`config.mk`:
```
export PLATFORM = sky130hd
export DESIGN_NAME = decode_shift_flat
export DESIGN_NICKNAME = d
export VERILOG_FILES = /design/src/rtl/decode_shift_if.sv /design/src/rtl/decode_shift.sv /design/src/flat_wrapper.sv
export SDC_FILE = /design/constraint.sdc
export NUM_CORES = 1
export LEC_CHECK = 0
export BUFFER_PORTS_ARGS = -buffer_cell sky130_fd_sc_hd__clkbuf_2
export CAP_MARGIN = 20
export CORE_MARGIN = 2
export CORE_UTILIZATION = 45
export DETAILED_ROUTE_END_ITERATION = 10
export PLACE_DENSITY_LB_ADDON = 0.25
export SETUP_SLACK_MARGIN = 0.05
export SYNTH_ARGS = -nofsm -noshare
export SYNTH_HDL_FRONTEND = slang
export SYNTH_SLANG_ARGS = --single-unit
```
`constraint.sdc`:
```
create_clock -name clk -period 15.55 [get_ports clk]
set_input_delay 0.7775 -clock clk [delete_from_list [all_inputs] [get_ports clk]]
set_output_delay 0.7775 -clock clk [all_outputs]
set_load 0.05 [all_outputs]
```
`src/rtl/decode_shift_if.sv`:
```
// -----------------------------------------------------------------------------
// decode_shift_if
// Bundles the FIFO-side and decoder-side signals of the decode_shift bit aligner.
//
// Signals:
//   ce_decode     : level enable, a rising edge starts a stream
//   in_data       : FIFO head word, MSB is the first stream bit
//   in_valid      : FIFO not empty
//   in_last       : head word is the last word of the stream
//   in_ack        : FIFO read strobe (word consumed in the same cycle)
//   stream_width  : number of bits to retire (0..13 legal)
//   stream_ack    : retire stream_width bits
//   all_end       : decoder has reached its END state
//   stream_data   : 13-bit registered window of the next unconsumed bits
//   stream_valid  : window holds usable bits
//   stream_err    : sticky illegal-width flag
//   bit_total     : consumed-bit counter (zero unless statistics are built)
//
// Modports:
//   master : decoder / FIFO side (drives ce, data, acks)
//   slave  : decode_shift itself
// -----------------------------------------------------------------------------
interface decode_shift_if;
    logic        ce_decode;
    logic [31:0] in_data;
    logic        in_valid;
    logic        in_last;
    logic        in_ack;
    logic [3:0]  stream_width;
    logic        stream_ack;
    logic        all_end;
    logic [12:0] stream_data;
    logic        stream_valid;
    logic        stream_err;
    logic [31:0] bit_total;

    modport master (
        output ce_decode, in_data, in_valid, in_last,
        output stream_width, stream_ack, all_end,
        input  in_ack, stream_data, stream_valid, stream_err, bit_total
    );

    modport slave (
        input  ce_decode, in_data, in_valid, in_last,
        input  stream_width, stream_ack, all_end,
        output in_ack, stream_data, stream_valid, stream_err, bit_total
    );
endinterface

```
`src/rtl/decode_shift.sv`:
```
// -----------------------------------------------------------------------------
// decode_shift
// MSB-first bit-stream aligner. Holds up to 64 bits left-aligned in r_buf,
// presents the top 13 bits as stream_data, retires stream_width bits per
// stream_ack, refills 32-bit words from a show-ahead FIFO whenever the
// post-consume count leaves room, and zero-pads the tail after the last word.
//
// Ports:
//   clk     : clock
//   rst     : synchronous active-high reset
//   io_bus  : decode_shift_if.slave (FIFO + decoder handshake, see interface)
//
// Build option:
//   DECODE_SHIFT_STAT_EN : when defined, bit_total counts consumed bits
//                          (saturating); otherwise bit_total is tied to 0.
// -----------------------------------------------------------------------------
module decode_shift (
    input  logic           clk,
    input  logic           rst,
    decode_shift_if.slave  io_bus
);
    typedef enum logic [1:0] {S_IDLE, S_RUN, S_DRAIN, S_DONE} state_t;

    state_t      r_state, w_state_next;
    logic [63:0] r_buf, w_buf_cons, w_buf_next;
    logic [6:0]  r_cnt, w_cnt_cons, w_cnt_next;
    logic        r_valid, w_valid_next;
    logic        r_err, w_err_next;
    logic        w_active, w_consume, w_illegal, w_in_ack, w_last_acc;
    logic [6:0]  w_width_ext;

    assign w_width_ext = {3'b000, io_bus.stream_width};

    // Consume step: shift out the retired bits. In the drain phase the
    // decoder may ask for more than remain, so the count clamps at zero.
    always_comb begin
        w_active   = (r_state == S_RUN) || (r_state == S_DRAIN);
        w_consume  = w_active && io_bus.stream_ack && r_valid &&
                     (io_bus.stream_width <= 4'd13);
        w_illegal  = w_active && io_bus.stream_ack &&
                     (io_bus.stream_width > 4'd13);
        w_buf_cons = r_buf;
        w_cnt_cons = r_cnt;
        if (w_consume) begin
            w_buf_cons = r_buf << io_bus.stream_width;
            w_cnt_cons = (w_width_ext >= r_cnt) ? 7'd0 : (r_cnt - w_width_ext);
        end
    end

    // FSM state register
    always_ff @(posedge clk) begin
        if (rst) begin
            r_state <= S_IDLE;
        end else begin
            r_state <= w_state_next;
        end
    end

    // FSM next-state logic
    always_comb begin
        w_state_next = r_state;
        case (r_state)
            S_IDLE:  if (io_bus.ce_decode) w_state_next = S_RUN;
            S_RUN: begin
                if (io_bus.all_end)  w_state_next = S_DONE;
                else if (w_last_acc) w_state_next = S_DRAIN;
            end
            S_DRAIN: if (io_bus.all_end) w_state_next = S_DONE;
            S_DONE:  if (!io_bus.ce_decode) w_state_next = S_IDLE;
            default: w_state_next = S_IDLE;
        endcase
    end

    // FSM outputs: refill strobe depends on the post-consume count so a word
    // can be taken in the same cycle that bits are retired (no bubble).
    always_comb begin
        w_in_ack   = !rst && (r_state == S_RUN) && io_bus.in_valid &&
                     (w_cnt_cons <= 7'd32);
        w_last_acc = w_in_ack && io_bus.in_last;
    end

    // Refill, window validity and END flush
    always_comb begin
        w_buf_next = w_buf_cons;
        w_cnt_next = w_cnt_cons;
        if (w_in_ack) begin
            // Place the new word directly below the remaining valid bits.
            w_buf_next = w_buf_cons | ({io_bus.in_data, 32'h0000_0000} >> w_cnt_cons);
            w_cnt_next = w_cnt_cons + 7'd32;
        end
        // Once no more words will arrive, a partial (zero-padded) window is
        // still usable.
        w_valid_next = (w_cnt_next >= 7'd13) ||
                       (((r_state == S_DRAIN) || w_last_acc) && (w_cnt_next != 7'd0));
        w_err_next   = r_err | w_illegal;
        if (!w_active || io_bus.all_end) begin
            w_buf_next   = 64'd0;
            w_cnt_next   = 7'd0;
            w_valid_next = 1'b0;
        end
        if (r_state == S_IDLE) begin
            w_err_next = 1'b0;
        end
    end

    always_ff @(posedge clk) begin
        if (rst) begin
            r_buf   <= 64'd0;
            r_cnt   <= 7'd0;
            r_valid <= 1'b0;
            r_err   <= 1'b0;
        end else begin
            r_buf   <= w_buf_next;
            r_cnt   <= w_cnt_next;
            r_valid <= w_valid_next;
            r_err   <= w_err_next;
        end
    end

`ifdef DECODE_SHIFT_STAT_EN
    logic [31:0] r_bit_total;
    logic [32:0] w_total_sum;

    assign w_total_sum = {1'b0, r_bit_total} + {29'd0, io_bus.stream_width};

    always_ff @(posedge clk) begin
        if (rst || (r_state == S_IDLE)) begin
            r_bit_total <= 32'd0;
        end else if (w_consume) begin
            r_bit_total <= w_total_sum[32] ? 32'hFFFF_FFFF : w_total_sum[31:0];
        end
    end

    assign io_bus.bit_total = r_bit_total;
`else
    assign io_bus.bit_total = 32'd0;
`endif

    assign io_bus.in_ack       = w_in_ack;
    assign io_bus.stream_data  = r_buf[63:51];
    assign io_bus.stream_valid = r_valid;
    assign io_bus.stream_err   = r_err;

endmodule

```
`src/flat_wrapper.sv`:
```
// flat-port wrapper written by rule: the top's interface ports become plain ports
module decode_shift_flat 
  (clk, rst, io_bus_ce_decode, io_bus_in_data, io_bus_in_valid, io_bus_in_last, io_bus_stream_width, io_bus_stream_ack, io_bus_all_end, io_bus_in_ack, io_bus_stream_data, io_bus_stream_valid, io_bus_stream_err, io_bus_bit_total);
  decode_shift_if io_bus_i ();
  input  logic clk;
  input  logic rst;
  input wire logic [$bits(io_bus_i.ce_decode)-1:0] io_bus_ce_decode;
  input wire logic [$bits(io_bus_i.in_data)-1:0] io_bus_in_data;
  input wire logic [$bits(io_bus_i.in_valid)-1:0] io_bus_in_valid;
  input wire logic [$bits(io_bus_i.in_last)-1:0] io_bus_in_last;
  input wire logic [$bits(io_bus_i.stream_width)-1:0] io_bus_stream_width;
  input wire logic [$bits(io_bus_i.stream_ack)-1:0] io_bus_stream_ack;
  input wire logic [$bits(io_bus_i.all_end)-1:0] io_bus_all_end;
  output wire logic [$bits(io_bus_i.in_ack)-1:0] io_bus_in_ack;
  output wire logic [$bits(io_bus_i.stream_data)-1:0] io_bus_stream_data;
  output wire logic [$bits(io_bus_i.stream_valid)-1:0] io_bus_stream_valid;
  output wire logic [$bits(io_bus_i.stream_err)-1:0] io_bus_stream_err;
  output wire logic [$bits(io_bus_i.bit_total)-1:0] io_bus_bit_total;
  assign io_bus_i.ce_decode = io_bus_ce_decode;
  assign io_bus_i.in_data = io_bus_in_data;
  assign io_bus_i.in_valid = io_bus_in_valid;
  assign io_bus_i.in_last = io_bus_in_last;
  assign io_bus_i.stream_width = io_bus_stream_width;
  assign io_bus_i.stream_ack = io_bus_stream_ack;
  assign io_bus_i.all_end = io_bus_all_end;
  assign io_bus_in_ack = io_bus_i.in_ack;
  assign io_bus_stream_data = io_bus_i.stream_data;
  assign io_bus_stream_valid = io_bus_i.stream_valid;
  assign io_bus_stream_err = io_bus_i.stream_err;
  assign io_bus_bit_total = io_bus_i.bit_total;
  decode_shift u_core (.clk(clk), .rst(rst), .io_bus(io_bus_i));
endmodule
```
Word level (Yosys, flattened, before mapping)
Index checks and enable logic that the tools add are counted.

cells by class
  add/sub/neg operators = 2
  magnitude comparators = 5
  equality and inequality tests = 7
  shift operators = 2
  muxes and demuxes = 11
  bitwise operators = 2
  reductions and logical operators = 20

operators by type and width
  operator               number
  $mux W64               2
  $or A64 B64 Y64        1
  $shl A64 B4 Y64        1
  $shr A64 B7 Y64        1
  $mux W7                3
  $mux W2                5
  $logic_and A1 B1 Y1    9
  $pmux W2 S4            1
  $add A7 B6 Y7 const B  1
  $ge A4 B7 Y1           1
  $ge A7 B4 Y1 const B   1
  $le A7 B6 Y1 const B   1
  $reduce_bool A7 Y1     1
  $sub A7 B4 Y7          1
  $ne A2 B2 Y1 const B   3
  $eq A2 B2 Y1 const B   2
  $gt A4 B4 Y1 const B   1
  $le A4 B4 Y1 const B   1
  $logic_or A1 B1 Y1     4
  $reduce_and A4 Y1      1
  $reduce_or A2 Y1       2
  $ne A3 B2 Y1 const B   1
  $eq A2 B1 Y1 const B   1
  $logic_not A1 Y1       2
  other kinds (2)        2

word-level totals
  register bits = 75

Logic depth before layout (Yosys ltp)
  word-level depth = 12
  gate-level depth with buffers = 22
  depth with buffers taken out = 17

Worst setup path after synthesis
No wires, ideal clock.

  path type = input -> register
  start point = input io_bus_stream_width[2]
  end point = register u_core.r_buf[14]
  library setup time = 62 ps
  arrival time = 5698 ps
  data required time = 15488 ps
  setup slack = 9790 ps
  stages on the path = 22
  cell sequence = clkbuf_1 -> inv_1 -> buf_1 -> buf_1 -> ha_1 -> nor2_1 -> a211oi_4 -> a2111oi_4 -> nand2_1 -> and2_1 -> buf_2 -> inv_2 -> clkbuf_1 -> ha_1 -> inv_1 -> or2_2 -> o21ai_0 -> nand3_1 -> nor3_2 -> buf_2 -> o211ai_1 -> nand3_1

between the ends
  longest elaborated chain between the ends = 6
  elaborated cells on any way between the ends = 13
  those cells by class = add/sub: 1; order compare: 3; shift: 2; mux: 4; bitwise: 1; reduce/logical: 2

RTL lines
  what                                                    RTL line                                text
  start, declared                                         flat_wrapper.sv:11                      input wire logic [$bits(io_bus_i.stream_width)-1:0] io_bus_stream_width;
  $sub A7 B4 Y7, or another cell as far along             decode_shift.sv:46                      w_cnt_cons = (w_width_ext >= r_cnt) ? 7'd0 : (r_cnt - w_width_ext);
  $mux W7 or $logic_and A1 B1 Y1 (tied branches)          decode_shift.sv:46, decode_shift.sv:38
  $mux W7                                                 decode_shift.sv:44                      if (w_consume) begin
  $shr A64 B7 Y64 or $le A7 B6 Y1 (tied branches)         decode_shift.sv:88, decode_shift.sv:78
  $or A64 B64 Y64 or $logic_and A1 B1 Y1 (tied branches)  decode_shift.sv:88, decode_shift.sv:77
  $mux W64 *                                              decode_shift.sv:86                      if (w_in_ack) begin
  end signal, assigned                                    decode_shift.sv:113                     r_buf <= w_buf_next;
  end, declared                                           decode_shift.sv:25                      logic [63:0] r_buf, w_buf_cons, w_buf_next;

Mark *: on every way between the ends. The rest lies on a longest branch, timed or not.
A chain may end at the register's enable or synchronous reset.

Final worst setup path
  start point = input io_bus_stream_width[1]
  end point = register u_core.r_buf[37]

Same word-level chain as after synthesis.

==> impl_results.md <==
* Outcome: completed
* Worst-skew pair later-pin latency at 0.36 ns
* Htree depth at 3
* WS Path Type: input port to flop
* Unrepaired setup endpoints after global routing: false
* Synth Area per Inst at between 7 and 8 um2
* Max-cap violations at 0
* GRT Total Usage at 0.337
* Sequential fraction of the synthesis area at 0.164
* FF+latch count, synth at 75
* WL/cell at 25.2 um
* Fin crit period at around 6.5 ns
* Initial antenna violation count at 0
* Critical path launch point type: input port
* Final WL at roughly 37 mm
* Starting Density at 0.454
* Slew @ Worst Pin at 1.09 ns
* Num ports at 91
* Switching power at 0.000224 W
* Sink Count at 75
* Total power at slightly above 0.0006 W
* Remaining antenna violation count at 0
* CTS tree: built
* Switch share at 0.365
* Final-report setup violation count at 0
* Power density over cell area at around 64 nW/um2
* Synth area leader: dfxtp_1
* Die area at about 21,000 um2
* Layout area overhead at 4.82%
* Int Pwr at 0.000389 W
* Flop pwr share at 0.327
* Clock power share at 0.393
* Clock Tree Buf Depth at 2
* Die height at approximately 150 um
* DR vias at 10,100
* Core Box Area at a little over 20,000 um2
* Ys flop type: dfxtp_1
* Setup Fix Bufs, Post-CTS at 0
* Post-synthesis cell type count at 86
* Slew Limit Fails at 0
* EDFF count, synth at 0
* Cts hold-fix bufs at 0
* Comb power frac at 0.280
* Crit share post-route at 0.418
* Slew headroom at 0.272
* RePlAce Congestion at ~1.1
* Final HPWL from detailed placement at ~28 mm
* Hold Fails Final Rpt at 0
* Top post-synthesis cells by area: dfxtp_1, mux2i_1, mux4_2
* Grt total ovfl at 0
* Vias in the first global route at ~9,200
* First DRT Iteration DRCs at about 1,400
* Die X at 146 um
* CTS Root Cell: clkbuf_16
* Cell count after synthesis at 1,215
* Static leakage at 3.74 nW
* Worst Hold Class: flop to flop
* Fin Clk Skew at ~0.0080 ns
* Design Area, Final at 9570 um2
* Final setup TNS at 0 ns
* Share of cells above drive strength 1 at 0.152
* TritonCTS Buffers at 9
* Placed cell area at 9240 um2
* Mapped Area at between 9000 and 10,000 um2
* DRC at 0
* Synth top area share at 0.164
* # port buffers at 58
* Clock transition at path regs at ~0.06 ns
* Cts repair resizes at 0
* Largest net degree at the start of global routing at 78
* Critical path capture point type: flop
* Critical path arrival at 6.78 ns
* NumNets Final at approximately 1,200
* Std cell rows at 52
* First-pass DRT Iterations at 6
* Req. time, crit path at ~16 ns
* Fmax at roughly 0.15 GHz
* First-pass GRT wire length at approximately 56 mm
* Peak supply drop at around 0.056 mV
* Ys async rst share at 0
* Worst Path Max Fanout at 19
* Antenna cells at 0
* Synthesis warning total at 0
* Vias/cell at around 6.9
-- metal layers --
metal,vias up,GRT usage,share of wire
met1,4781,0.468,0.42
met3,122,0.0866,0.11
li1,4491,-,-
met2,675,0.496,0.43
met5,-,0,0
met4,0,0.141,0.046
-- per-stage QoR --
stage | instances | hold slack [ns] | worst slack, ns | utilization
floorplan | 1246 | 0.464 | 9.79 | -
global placement | 1451 | 0.505 | 9.15 | 0.460
detailed placement | 1451 | 0.507 | 8.92 | 0.460
CTS | 1467 | 0.515 | 9.24 | 0.476
global route | 1467 | 0.533 | 8.75 | 0.476
finish | 1467 | 0.513 | 9.05 | 0.476
-- sequential cells by signal, summed over array words and instances (netlist names) --
signal                      cells
u_core.r_buf                   64
u_core.io_bus.stream_valid      1
u_core.r_cnt                    7
u_core.io_bus.stream_err        1
u_core.r_state                  2
-- placed cells by master, fill, tap and decap left out, types with 12 or more instances in the layout --
cell type / instances
conb_1: 32
nor3_1: 16
inv_1: 12
o21ai_0: 69
a211oi_1: 29
nand3_1: 42
a31oi_1: 23
nor2b_1: 18
a21oi_1: 109
dfxtp_1: 75
mux4_2: 32
clkbuf_2: 57
buf_4: 22
nand2_1: 138
o22ai_1: 28
a221oi_1: 38
nor2_1: 134
mux2i_1: 105
mux2_2: 27
a22oi_1: 19
-- cell usage after synthesis (3+ instances only) --
library cell and n:
a2111oi_0 9, a211o_1 3, a211oi_1 29, a21o_1 3
a21oi_1 109, a221o_1 6, a221oi_1 38, a22o_1 10
a22oi_1 20, a31oi_1 23, and2_1 7, and3_1 4
buf_1 19, buf_2 10, buf_4 47, clkbuf_1 60
clkbuf_8 6, dfxtp_1 75, ha_1 10, inv_1 12
mux2_2 27, mux2i_1 105, mux4_2 32, nand2_1 139
nand2b_1 6, nand3_1 42, nor2_1 134, nor2b_1 18
nor3_1 16, nor4_1 3, o211ai_1 9, o21a_1 4
o21ai_0 69, o21ai_1 6, o22ai_1 28, o31ai_1 4
o32ai_1 4, or2_2 5, or3_1 7, xor2_1 3
-- logic make-up after synthesis --
kind of cell,count (synthesis),share of synthesized area
XOR/XNOR,4,0.00384
adder cells (fa/ha/maj),11,0.0159
multiplexers,164,0.227
flip-flops,75,0.164
buffers and inverters,157,0.0935
other,1,0.000411
AND/OR/NAND/NOR,395,0.191
AO/OA/AOI/OAI,408,0.303
-- critical path: stages --
cell	delay (ns)
clkbuf_2	0.23
inv_1	0.49
buf_4	0.36
ha_1	0.30
nand2b_1	0.16
a211oi_4	0.13
a2111oi_4	0.73
nand2_1	0.24
and2_1	0.32
inv_2	0.27
ha_1	0.20
inv_1	0.05
or2_2	0.31
o21ai_0	0.43
nand3_1	0.48
nor3_2	0.96
a22oi_1	0.23
o21ai_0	0.12
-- final timing paths --
check	start	endpoint	slack (ns)	cells after the start
worst max-delay path	io_bus_stream_width[1]	u_core.r_buf[37]$_SDFF_PP0_	9.05	18
worst min-delay path	u_core.r_buf[0]$_SDFF_PP0_	u_core.r_buf[0]$_SDFF_PP0_	0.51	2
worst max register to register	u_core.r_cnt[0]$_SDFF_PP0_	u_core.r_buf[37]$_SDFF_PP0_	9.84	16
worst min register to register	u_core.r_buf[0]$_SDFF_PP0_	u_core.r_buf[0]$_SDFF_PP0_	0.51	2
-- power groups by stage --
stage / Sequential (W) / Combinational (W) / Clock [W]
finish: 0.000200 / 0.000172 / 0.000241
global route: 0.000201 / 0.000183 / 0.000248
CTS: 0.000200 / 0.000167 / 0.000241
detailed placement: 0.000204 / 0.000166 / 0
global placement: 0.000204 / 0.000165 / 0
floorplan: 0.000204 / 0.000126 / 0
-- layout make-up --
class / instances / area [um2]
clock buffers: 10 / 239
flip-flops and latches: 75 / 1500
repair buffers: 79 / 450
multi-input cells: 1014 / 6900
clock inverters: 6 / 88.8
well taps: 270 / 338
inverters: 13 / 48.8
fillers: 2074 / 10500
Note: power is estimated with default switching activity, not from simulation.
